===== src/rtl/f8_board_pkg.sv =====
`default_nettype none
// ============================================================================
//  Module      : f8_board_pkg
//  Description : Shared types and constants for the f8 board reset/clock-enable
//                sequencer: reset cause encoding, trap-handling modes,
//                sequencer states and a counter-width helper.
//  Revision    : 1.0  initial release
// ============================================================================
package f8_board_pkg;

   typedef enum logic [1:0] {
      CAUSE_POR    = 2'd0,
      CAUSE_BUTTON = 2'd1,
      CAUSE_TRAP   = 2'd2
   } reset_cause_t;

   localparam int TRAP_IGNORE = 0;
   localparam int TRAP_RESET  = 1;
   localparam int TRAP_HALT   = 2;

   typedef enum logic [1:0] {
      HOLD    = 2'd0,
      RUN     = 2'd1,
      TRAPPED = 2'd2
   } rstseq_state_t;

   // Bits needed to hold 0..n-1, never less than one bit.
   function automatic int cnt_width(input int n);
      return ($clog2(n) < 1) ? 1 : $clog2(n);
   endfunction

endpackage
`default_nettype wire


===== src/rtl/btn_debounce.sv =====
`default_nettype none
// ============================================================================
//  Module      : btn_debounce
//  Description : Two-flop synchroniser plus debounce counter for an active-low
//                push button. The stable level only follows the synchronised
//                input after it has differed for DEBOUNCE_CYCLES clocks.
//  Ports       : clk         - board clock
//                reset_n     - synchronous active-low reset
//                btn_n       - raw asynchronous button, low = pressed
//                btn_pressed - debounced level, high = pressed (registered)
//  Revision    : 1.0  initial release
// ============================================================================
module btn_debounce
   import f8_board_pkg::*;
#(
   parameter int DEBOUNCE_CYCLES = 12000
) (
   input  logic clk,
   input  logic reset_n,
   input  logic btn_n,
   output logic btn_pressed
);

   localparam int              CNT_W   = cnt_width(DEBOUNCE_CYCLES);
   localparam logic [CNT_W-1:0] CNT_MAX = CNT_W'(DEBOUNCE_CYCLES - 1);

   logic             sync0_q, sync0_d;
   logic             sync1_q, sync1_d;
   logic             stable_q, stable_d;
   logic [CNT_W-1:0] cnt_q, cnt_d;

   always_comb begin
      sync0_d  = btn_n;
      sync1_d  = sync0_q;
      stable_d = stable_q;
      cnt_d    = '0;
      // Any cycle where the input agrees with the stable value restarts the
      // qualification window, so only an unbroken run can flip stable.
      if (sync1_q != stable_q) begin
         if (cnt_q == CNT_MAX) begin
            stable_d = sync1_q;
         end else begin
            cnt_d = cnt_q + 1'b1;
         end
      end
   end

   always_ff @(posedge clk) begin
      if (!reset_n) begin
         sync0_q  <= 1'b1;
         sync1_q  <= 1'b1;
         stable_q <= 1'b1;
         cnt_q    <= '0;
      end else begin
         sync0_q  <= sync0_d;
         sync1_q  <= sync1_d;
         stable_q <= stable_d;
         cnt_q    <= cnt_d;
      end
   end

   assign btn_pressed = ~stable_q;

endmodule
`default_nettype wire


===== src/rtl/board_reset_ctrl.sv =====
`default_nettype none
// ============================================================================
//  Module      : board_reset_ctrl
//  Description : Clock-enable divider and reset sequencer for f8 board tops.
//                Produces a one-cycle clk_en every CLKDIV clocks, debounces
//                the reset button, stretches system reset over HOLD_CYCLES
//                clk_en pulses and handles the core trap line per TRAP_MODE.
//  Ports       : clk, reset_n   - board clock, synchronous active-low reset
//                btn_n          - raw button, low = pressed
//                trap           - trap request from the system
//                clk_en         - divided clock enable pulse
//                sys_reset      - active-high system reset
//                halted         - high while halted after a trap
//                btn_pressed    - debounced button level
//                reset_cause    - 0 POR, 1 BUTTON, 2 TRAP
//  Revision    : 1.0  initial release
// ============================================================================
module board_reset_ctrl
   import f8_board_pkg::*;
#(
   parameter int CLKDIV          = 6,
   parameter int DEBOUNCE_CYCLES = 12000,
   parameter int HOLD_CYCLES     = 16,
   parameter int TRAP_MODE       = 1
) (
   input  logic       clk,
   input  logic       reset_n,
   input  logic       btn_n,
   input  logic       trap,
   output logic       clk_en,
   output logic       sys_reset,
   output logic       halted,
   output logic       btn_pressed,
   output logic [1:0] reset_cause
);

   localparam int               DIV_W    = cnt_width(CLKDIV);
   localparam logic [DIV_W-1:0]  DIV_MAX  = DIV_W'(CLKDIV - 1);
   localparam int               HOLD_W   = cnt_width(HOLD_CYCLES);
   localparam logic [HOLD_W-1:0] HOLD_MAX = HOLD_W'(HOLD_CYCLES - 1);
   // Unsupported modes fall back to ignoring the trap line.
   localparam int TRAP_EFF = (TRAP_MODE == TRAP_RESET || TRAP_MODE == TRAP_HALT)
                             ? TRAP_MODE : TRAP_IGNORE;

   if (TRAP_MODE < 0 || TRAP_MODE > 2) begin : g_bad_trap_mode
      $error("board_reset_ctrl: TRAP_MODE %0d unsupported, trap ignored", TRAP_MODE);
   end

   logic [DIV_W-1:0]  div_q, div_d;
   logic              clk_en_q, clk_en_d;
   rstseq_state_t     state_q, state_d;
   logic [HOLD_W-1:0] hold_q, hold_d;
   logic              sys_reset_q, sys_reset_d;
   logic              halted_q, halted_d;
   reset_cause_t      cause_q, cause_d;
   logic              btn_prev_q, btn_prev_d;
   logic              btn_level;
   logic              btn_rise;

   btn_debounce #(
      .DEBOUNCE_CYCLES (DEBOUNCE_CYCLES)
   ) u_btn_debounce (
      .clk         (clk),
      .reset_n     (reset_n),
      .btn_n       (btn_n),
      .btn_pressed (btn_level)
   );

   // Divider: clk_en is registered, so it follows the terminal count by one clock.
   always_comb begin
      div_d    = (div_q == DIV_MAX) ? '0 : div_q + 1'b1;
      clk_en_d = (div_q == DIV_MAX);
   end

   // Sequencer: transitions every clock, hold counter only on clk_en.
   always_comb begin
      btn_prev_d = btn_level;
      btn_rise   = btn_level & ~btn_prev_q;
      state_d    = state_q;
      hold_d     = hold_q;
      cause_d    = cause_q;
      case (state_q)
         HOLD: begin
            if (btn_level) begin
               hold_d = HOLD_MAX;
            end else if (clk_en_q) begin
               if (hold_q != '0) begin
                  hold_d = hold_q - 1'b1;
               end else begin
                  state_d = RUN;
               end
            end
         end
         RUN: begin
            // Button has priority over a simultaneous trap.
            if (btn_rise) begin
               state_d = HOLD;
               hold_d  = HOLD_MAX;
               cause_d = CAUSE_BUTTON;
            end else if (trap && TRAP_EFF == TRAP_RESET) begin
               state_d = HOLD;
               hold_d  = HOLD_MAX;
               cause_d = CAUSE_TRAP;
            end else if (trap && TRAP_EFF == TRAP_HALT) begin
               state_d = TRAPPED;
            end
         end
         TRAPPED: begin
            if (btn_rise) begin
               state_d = HOLD;
               hold_d  = HOLD_MAX;
               cause_d = CAUSE_BUTTON;
            end
         end
         default: begin
            state_d = HOLD;
            hold_d  = HOLD_MAX;
         end
      endcase
      // Outputs decode the next state so they change on the same edge.
      sys_reset_d = (state_d == HOLD);
      halted_d    = (state_d == TRAPPED);
   end

   always_ff @(posedge clk) begin
      if (!reset_n) begin
         div_q       <= '0;
         clk_en_q    <= 1'b0;
         state_q     <= HOLD;
         hold_q      <= HOLD_MAX;
         sys_reset_q <= 1'b1;
         halted_q    <= 1'b0;
         cause_q     <= CAUSE_POR;
         btn_prev_q  <= 1'b0;
      end else begin
         div_q       <= div_d;
         clk_en_q    <= clk_en_d;
         state_q     <= state_d;
         hold_q      <= hold_d;
         sys_reset_q <= sys_reset_d;
         halted_q    <= halted_d;
         cause_q     <= cause_d;
         btn_prev_q  <= btn_prev_d;
      end
   end

   assign clk_en      = clk_en_q;
   assign sys_reset   = sys_reset_q;
   assign halted      = halted_q;
   assign btn_pressed = btn_level;
   assign reset_cause = cause_q;

endmodule
`default_nettype wire


===== config.mk =====
export PLATFORM = sky130hd
export DESIGN_NAME = board_reset_ctrl
export DESIGN_NICKNAME = d
export VERILOG_FILES = /design/src/rtl/f8_board_pkg.sv /design/src/rtl/btn_debounce.sv /design/src/rtl/board_reset_ctrl.sv
export SDC_FILE = /design/constraint.sdc
export NUM_CORES = 1
export LEC_CHECK = 0
export BUFFER_PORTS_ARGS = -buffer_cell sky130_fd_sc_hd__buf_2
export CAP_MARGIN = 20
export CORE_MARGIN = 2
export CORE_UTILIZATION = 58
export DETAILED_ROUTE_END_ITERATION = 16
export PLACE_DENSITY = 0.89
export SETUP_SLACK_MARGIN = 0.02
export SLEW_MARGIN = 10
export SYNTH_ARGS = -nofsm -noshare
export SYNTH_HDL_FRONTEND = slang
export SYNTH_SLANG_ARGS = --single-unit

===== constraint.sdc =====
create_clock -name clk -period 1.7 [get_ports clk]
set_input_delay 0.255 -clock clk [delete_from_list [all_inputs] [get_ports clk]]
set_output_delay 0.255 -clock clk [all_outputs]
set_load 0.02 [all_outputs]

Word level (Yosys, flattened, before mapping)
Cells that the tools add are included.
{"block": "totals", "latch_bits": 0, "input_bits": 4, "mem_bits_ro": 0, "mem_count": 0, "reg_bits": 32, "wordCells": 57, "ram_bits": 0, "output_inout_bits": 6}
{"block": "op_classes", "shift": 0, "order_cmp": 0, "addsub": 3, "n_reduce_logical": 9, "n_eq_ne": 10, "mux": 18, "div_mod_pow": 0, "mul": 0, "bitwise_logic": 5}
{"cell": "$mux 4", "count": 6}
{"cell": "$mux 2", "count": 9}
{"cell": "$add 14x1->14 const B", "count": 1}
{"cell": "$eq 14x14->1 const B", "count": 1}
{"cell": "$pmux 4 s3", "count": 1}
{"cell": "$ne 3x3->1 const B", "count": 3}
{"cell": "$pmux 2 s3", "count": 1}
{"cell": "$eq 2x2->1 const B", "count": 2}
{"cell": "$logic_not 2->1", "count": 2}
{"cell": "$not 1->1", "count": 4}
{"cell": "$pmux 2 s2", "count": 1}
{"cell": "$reduce_and 4->1", "count": 1}
{"cell": "$reduce_bool 4->1", "count": 1}
{"cell": "$sub 4x1->4 const B", "count": 1}
{"cell": "$add 3x1->3 const B", "count": 1}
{"cell": "$eq 3x3->1 const B", "count": 1}
{"cell": "$reduce_and 3->1", "count": 1}
{"cell": "$reduce_or 3->1", "count": 1}
{"cell": "$eq 2x1->1 const B", "count": 1}
{"cell": "$ne 2x2->1 const B", "count": 1}
{"cell": "$reduce_and 2->1", "count": 1}
{"cell": "$reduce_bool 2->1", "count": 1}
{"cell": "$reduce_or 2->1", "count": 1}
{"cell": "$and 1x1->1", "count": 1}
{"cell": "$ne 1x1->1", "count": 1}

Longest topological paths before layout
{"block": "logic_depth", "depth_word": 6, "ltp_mapped": 6, "mapped_depth_nobuf": 6}

By module
Synthesis repeated with hierarchy kept, for this count alone.
{"block": "unflattened", "cells_unflattened": 156, "hier_area_um2": 1418.9}
{"mod": "btn_debounce", "seq_area_each_um2": 340.3, "n_inst": 1, "area_each_um2": 720.7, "cells_each": 77}
{"mod": "board_reset_ctrl", "seq_area_each_um2": 300.3, "n_inst": 1, "area_each_um2": 698.2, "cells_each": 79}

Worst setup path after synthesis
No wires, ideal clock.
{"block": "synth_timing", "path_kind": "register to register", "startpoint": "register u_btn_debounce.cnt_q[0]", "endpoint": "register u_btn_debounce.cnt_q[11]", "period_less_slack_ns": 1.432, "required_ns": 1.585, "t_arrival_ns": 1.317, "setup_ns": 0.115, "path_buffers": 1, "stages_incl_launch_ff": 7, "path_slack_ns": 0.268, "path_cell_list": "dfxtp_1 ha_1 and4_1 nand4_1 nand3_2 buf_4 nor2_1"}
{"block": "synth_between", "elab_chain_len": 2, "word_cells_on_any_way": 3, "classes_between": "add/sub (1); eq/ne (1); reduce/logical (1)"}
{"element": "start, declared", "line": "btn_debounce.sv:30", "source": "logic [CNT_W-1:0] cnt_q, cnt_d;"}
{"element": "start signal, assigned", "line": "btn_debounce.sv:58", "source": "cnt_q <= cnt_d;"}
{"element": "branches (longest 2 deep; another with $add 14x1->14)"}
Parallel ways; which one is timed is not known.
A chain may end at the register's enable or synchronous reset.

Worst setup path in the final report
{"block": "layout_timing", "startpoint": "register u_btn_debounce.cnt_q[0]", "endpoint": "register u_btn_debounce.stable_q"}
{"block": "layout_between", "elab_chain_len": 2}
{"element": "$eq 14x14->1", "line": "btn_debounce.sv:40", "source": "if (cnt_q == CNT_MAX) begin"}
{"element": "$reduce_and 2->1 (no source line)"}
{"element": "end signal, assigned", "line": "btn_debounce.sv:57", "source": "stable_q <= stable_d;"}
{"element": "end, declared", "line": "btn_debounce.sv:29", "source": "logic stable_q, stable_d;"}
Every way passes these cells.

==> summary.txt <==
Outcome
  – Status: finished clean

Clock network
  – Num Clock Sinks: 32
  – Clock root buffer: clkbuf_4
  – TritonCTS clock tree: built
  – Clk slew on worst S/H paths: 90 ps
  – CTS buffer count: 5
  – Post-cts hold buffer count: 0
  – CTS H-tree depth: 2
  – Worst-Skew Late Latency: 340 ps
  – Clock Path Buffers: 2

Timing
  – Period minus WS final: 1580 ps
  – Highest Clock Rate: 0.634 GHz
  – Skew final: 10.4 ps
  – Tcrit/Tclk final: 0.929
  – Slew @ Worst Pin: 437 ps
  – RSZ-0062 raised after global routing: false
  – Fin. Hold Viols: 0
  – TNS Setup: 0 ps
  – Setup-failing EPs final: 0
  – Pins over their slew limit: 0
  – Worst rel slew slack: 0.707
  – Final setup margin: 122 ps

Synth
  – Most area-hungry cell type in the Yosys netlist: dfxtp_1
  – Synth unique cells: 38
  – Cells after Synth: 155
  – Ys async rst share: 0
  – Synth area leaders: dfxtp_1 (45%), nor2_1 (5.8%), xnor2_1 (4.3%), xor2_1 (3.7%), ha_1 (3.5%)
  – Area share of the largest cell type after synthesis: 0.447
  – Post-synth top flop: dfxtp_1
  – Top-count cell post-synth: dfxtp_1
  – Syn_area_per_cell: 9.24 um^2
  – Sequential share of the synthesized area: 0.447
  – Number of synthesis warnings: 0
  – Post-synth EDFFs: 0
  – Flops & latches, synth: 32
  – Syn Nets: 163
  – Mapped cell area: 0.00143 mm^2
  – Most instantiated cells after synthesis: dfxtp_1 (32), nor2_1 (22), nand2_1 (10)

Global route
  – Gr usage total: 0.203
  – Met1 Use GR: 0.208
  – Met2 Use GR: 0.346
  – Busiest grt layer: met2
  – First-pass GRT wire length: 3930 um
  – Pin count of the biggest net entering global routing: 17
  – GRT overflow: 0
  – Initial antenna violation count: 0
  – Global Route met3 Usage: 0.0917
  – Number of global-route vias before repair: 937

Die
  – Starting Density: 0.594
  – Die Ht: 53.7 um
  – Core Box Area: 0.00241 mm^2
  – Die area: 0.00288 mm^2
  – Num rows: 18
  – I/O pin count: 10
  – Die Width: 53.7 um

Power and ir drop
  – Clock share of power: 0.415
  – Switching share of power: 0.220
  – Reg power frac: 0.553
  – P_sw: 0.306 mW
  – Maximum VDD drop: 688 uV
  – Internal Power: 1.09 mW
  – Comb power frac: 0.032
  – Leak: 0.613 nW
  – PwrDens: 872 mW/mm^2

Worst setup path
  – Crit path kind: flop to flop
  – Critical path's largest stage delay: 410 ps
  – Worst Reg-to-Reg Cells: 6
  – CP required: 1910 ps
  – Crit path DAT: 1790 ps
  – Worst setup SP type: flop
  – Crit-path slowest cell: dfxtp_1
  – Crit path capture type: flop
  – Max FO, Critical Path: 5
  – Critical-path cell list: ha_1, and4_1, nand4_1, buf_4, mux2i_1, nand2_1

Worst hold path
  – Hold path cells: 2
  – HP Class: input port to flop

Placement
  – Pre-CTS WS: 141 ps
  – IO buf count: 9
  – HPWL after DPL: 1830 um
  – Cell Area, Placed: 0.00149 mm^2
  – GP Congestion: 0.803

Cells and area
  – Layout overhead on the synthesized area: 11.5%
  – NumNets Final: 176
  – Final Instance Area: 0.00160 mm^2
  – Antenna cells: 0
  – Share of layout cells above drive strength 1: 0.166

Route
  – Via count: 1135
  – DRT Pass-1 Iters: 4
  – DRT antenna net count: 0
  – DR WL/cell: 13.6 um
  – Vias per cell: 5.70
  – DRT iter0 DRCs: 28
  – Routed wire length: 2710 um
  – DRC: 0

Flow run
  – Max-cap violations: 0
-- area by class of cell --
| cell class | count | area, um^2 |
|---|---|---|
| Clock buffer | 5 | 37.5 |
| Clock inverter | 3 | 42.5 |
| Fill cell | 187 | 812 |
| Inverter | 7 | 26.3 |
| Multi-Input combinational cell | 111 | 753 |
| Sequential cell | 32 | 641 |
| Tap cell | 30 | 37.5 |
| Timing Repair Buffer | 11 | 60.1 |
-- per-layer routing --
| metal | share of wire | wire [um] |
|---|---|---|
| met1 | 0.41 | 1100 |
| met2 | 0.52 | 1420 |
| met3 | 0.054 | 147 |
| met4 | 0.018 | 48 |
| met5 | 0 | 0 |
-- critical path, delay by kind of cell, from the launching register on --
| family | cells | cell delay (ps) |
|---|---|---|
| AND/OR/NAND/NOR | 3 | 490 |
| flip-flops | 1 | 410 |
| adder cells (fa/ha/maj) | 1 | 230 |
| buffers and inverters | 1 | 180 |
| multiplexers | 1 | 150 |
-- flip-flops by register name, summed over array words and instances (netlist names) --
signal                   count
reset_cause                  2
btn_prev_q                   1
hold_q                       4
u_btn_debounce.stable_q      1
clk_en                       1
u_btn_debounce.cnt_q        14
sys_reset                    1
state_q                      2
div_q                        3
halted                       1
u_btn_debounce.sync1_q       1
u_btn_debounce.sync0_q       1
-- per-stage QoR --
step	hold slack, ps	std cells	power, mW	utilization
3_5_place_dp	402	189	0.829	0.616
3_3_place_gp	399	189	0.824	0.616
4_1_cts	93.2	197	1.40	0.650
5_1_grt	88.4	199	1.44	0.663
2_1_floorplan	328	155	0.816	-
6_report	100	199	1.39	0.663
-- cell families after synthesis --
family / count (synthesis) / share of synthesized area
flops: 32 / 0.447
fa+ha+maj: 4 / 0.0349
compound gates: 15 / 0.0777
mux: 1 / 0.00699
xor+xnor: 13 / 0.0795
simple gates: 77 / 0.309
buf+inv: 13 / 0.0445
-- power by group through the flow --
stage	logic [mW]	clock network [mW]	registers, mW
floorplan	0.0301	0	0.786
global placement	0.0375	0	0.787
detailed placement	0.0406	0	0.789
CTS	0.0406	0.588	0.771
global route	0.0507	0.618	0.773
finish	0.0449	0.578	0.771
-- cells in the final DEF (no fill, tap or decap), types with 2 or more instances in the layout --
| cell type | synthesis | routed |
|---|---|---|
| nand2b_1 | 3 | 3 |
| inv_1 | 7 | 7 |
| nand3b_1 | 2 | 2 |
| buf_2 | 3 | 9 |
| and3_1 | 4 | 4 |
| buf_4 | 1 | 2 |
| clkbuf_4 | 0 | 5 |
| nor3b_1 | 2 | 2 |
| nor4_2 | 2 | 2 |
| nor2b_1 | 2 | 2 |
| xor2_1 | 6 | 6 |
| dfxtp_1 | 32 | 32 |
| o21ai_1 | 3 | 3 |
| nor2_1 | 22 | 22 |
| nand4_1 | 5 | 5 |
| nand3_1 | 8 | 8 |
| ha_1 | 4 | 4 |
| and2_1 | 2 | 2 |
| o21a_1 | 2 | 2 |
| nor3_1 | 6 | 6 |
| xnor2_1 | 7 | 7 |
| a21oi_1 | 2 | 2 |
| and4_1 | 3 | 3 |
| o21ai_0 | 3 | 3 |
| nand2_1 | 10 | 10 |
| nand3_4 | 0 | 2 |
-- worst paths after layout --
check	startpoint	slack (ps)	to
max	u_btn_debounce.cnt_q[0]	120	u_btn_debounce.stable_q
min	btn_n	100	u_btn_debounce.sync0_q
max reg2reg	u_btn_debounce.cnt_q[0]	120	u_btn_debounce.stable_q
min reg2reg	u_btn_debounce.sync0_q	430	u_btn_debounce.sync1_q
-- timing repair --
action,in CTS,in global routing
gates resized for setup,0,2
buffers inserted,0,1
setup endpoints to repair,0,13
No activity file was read; power rests on OpenSTA's default activity.
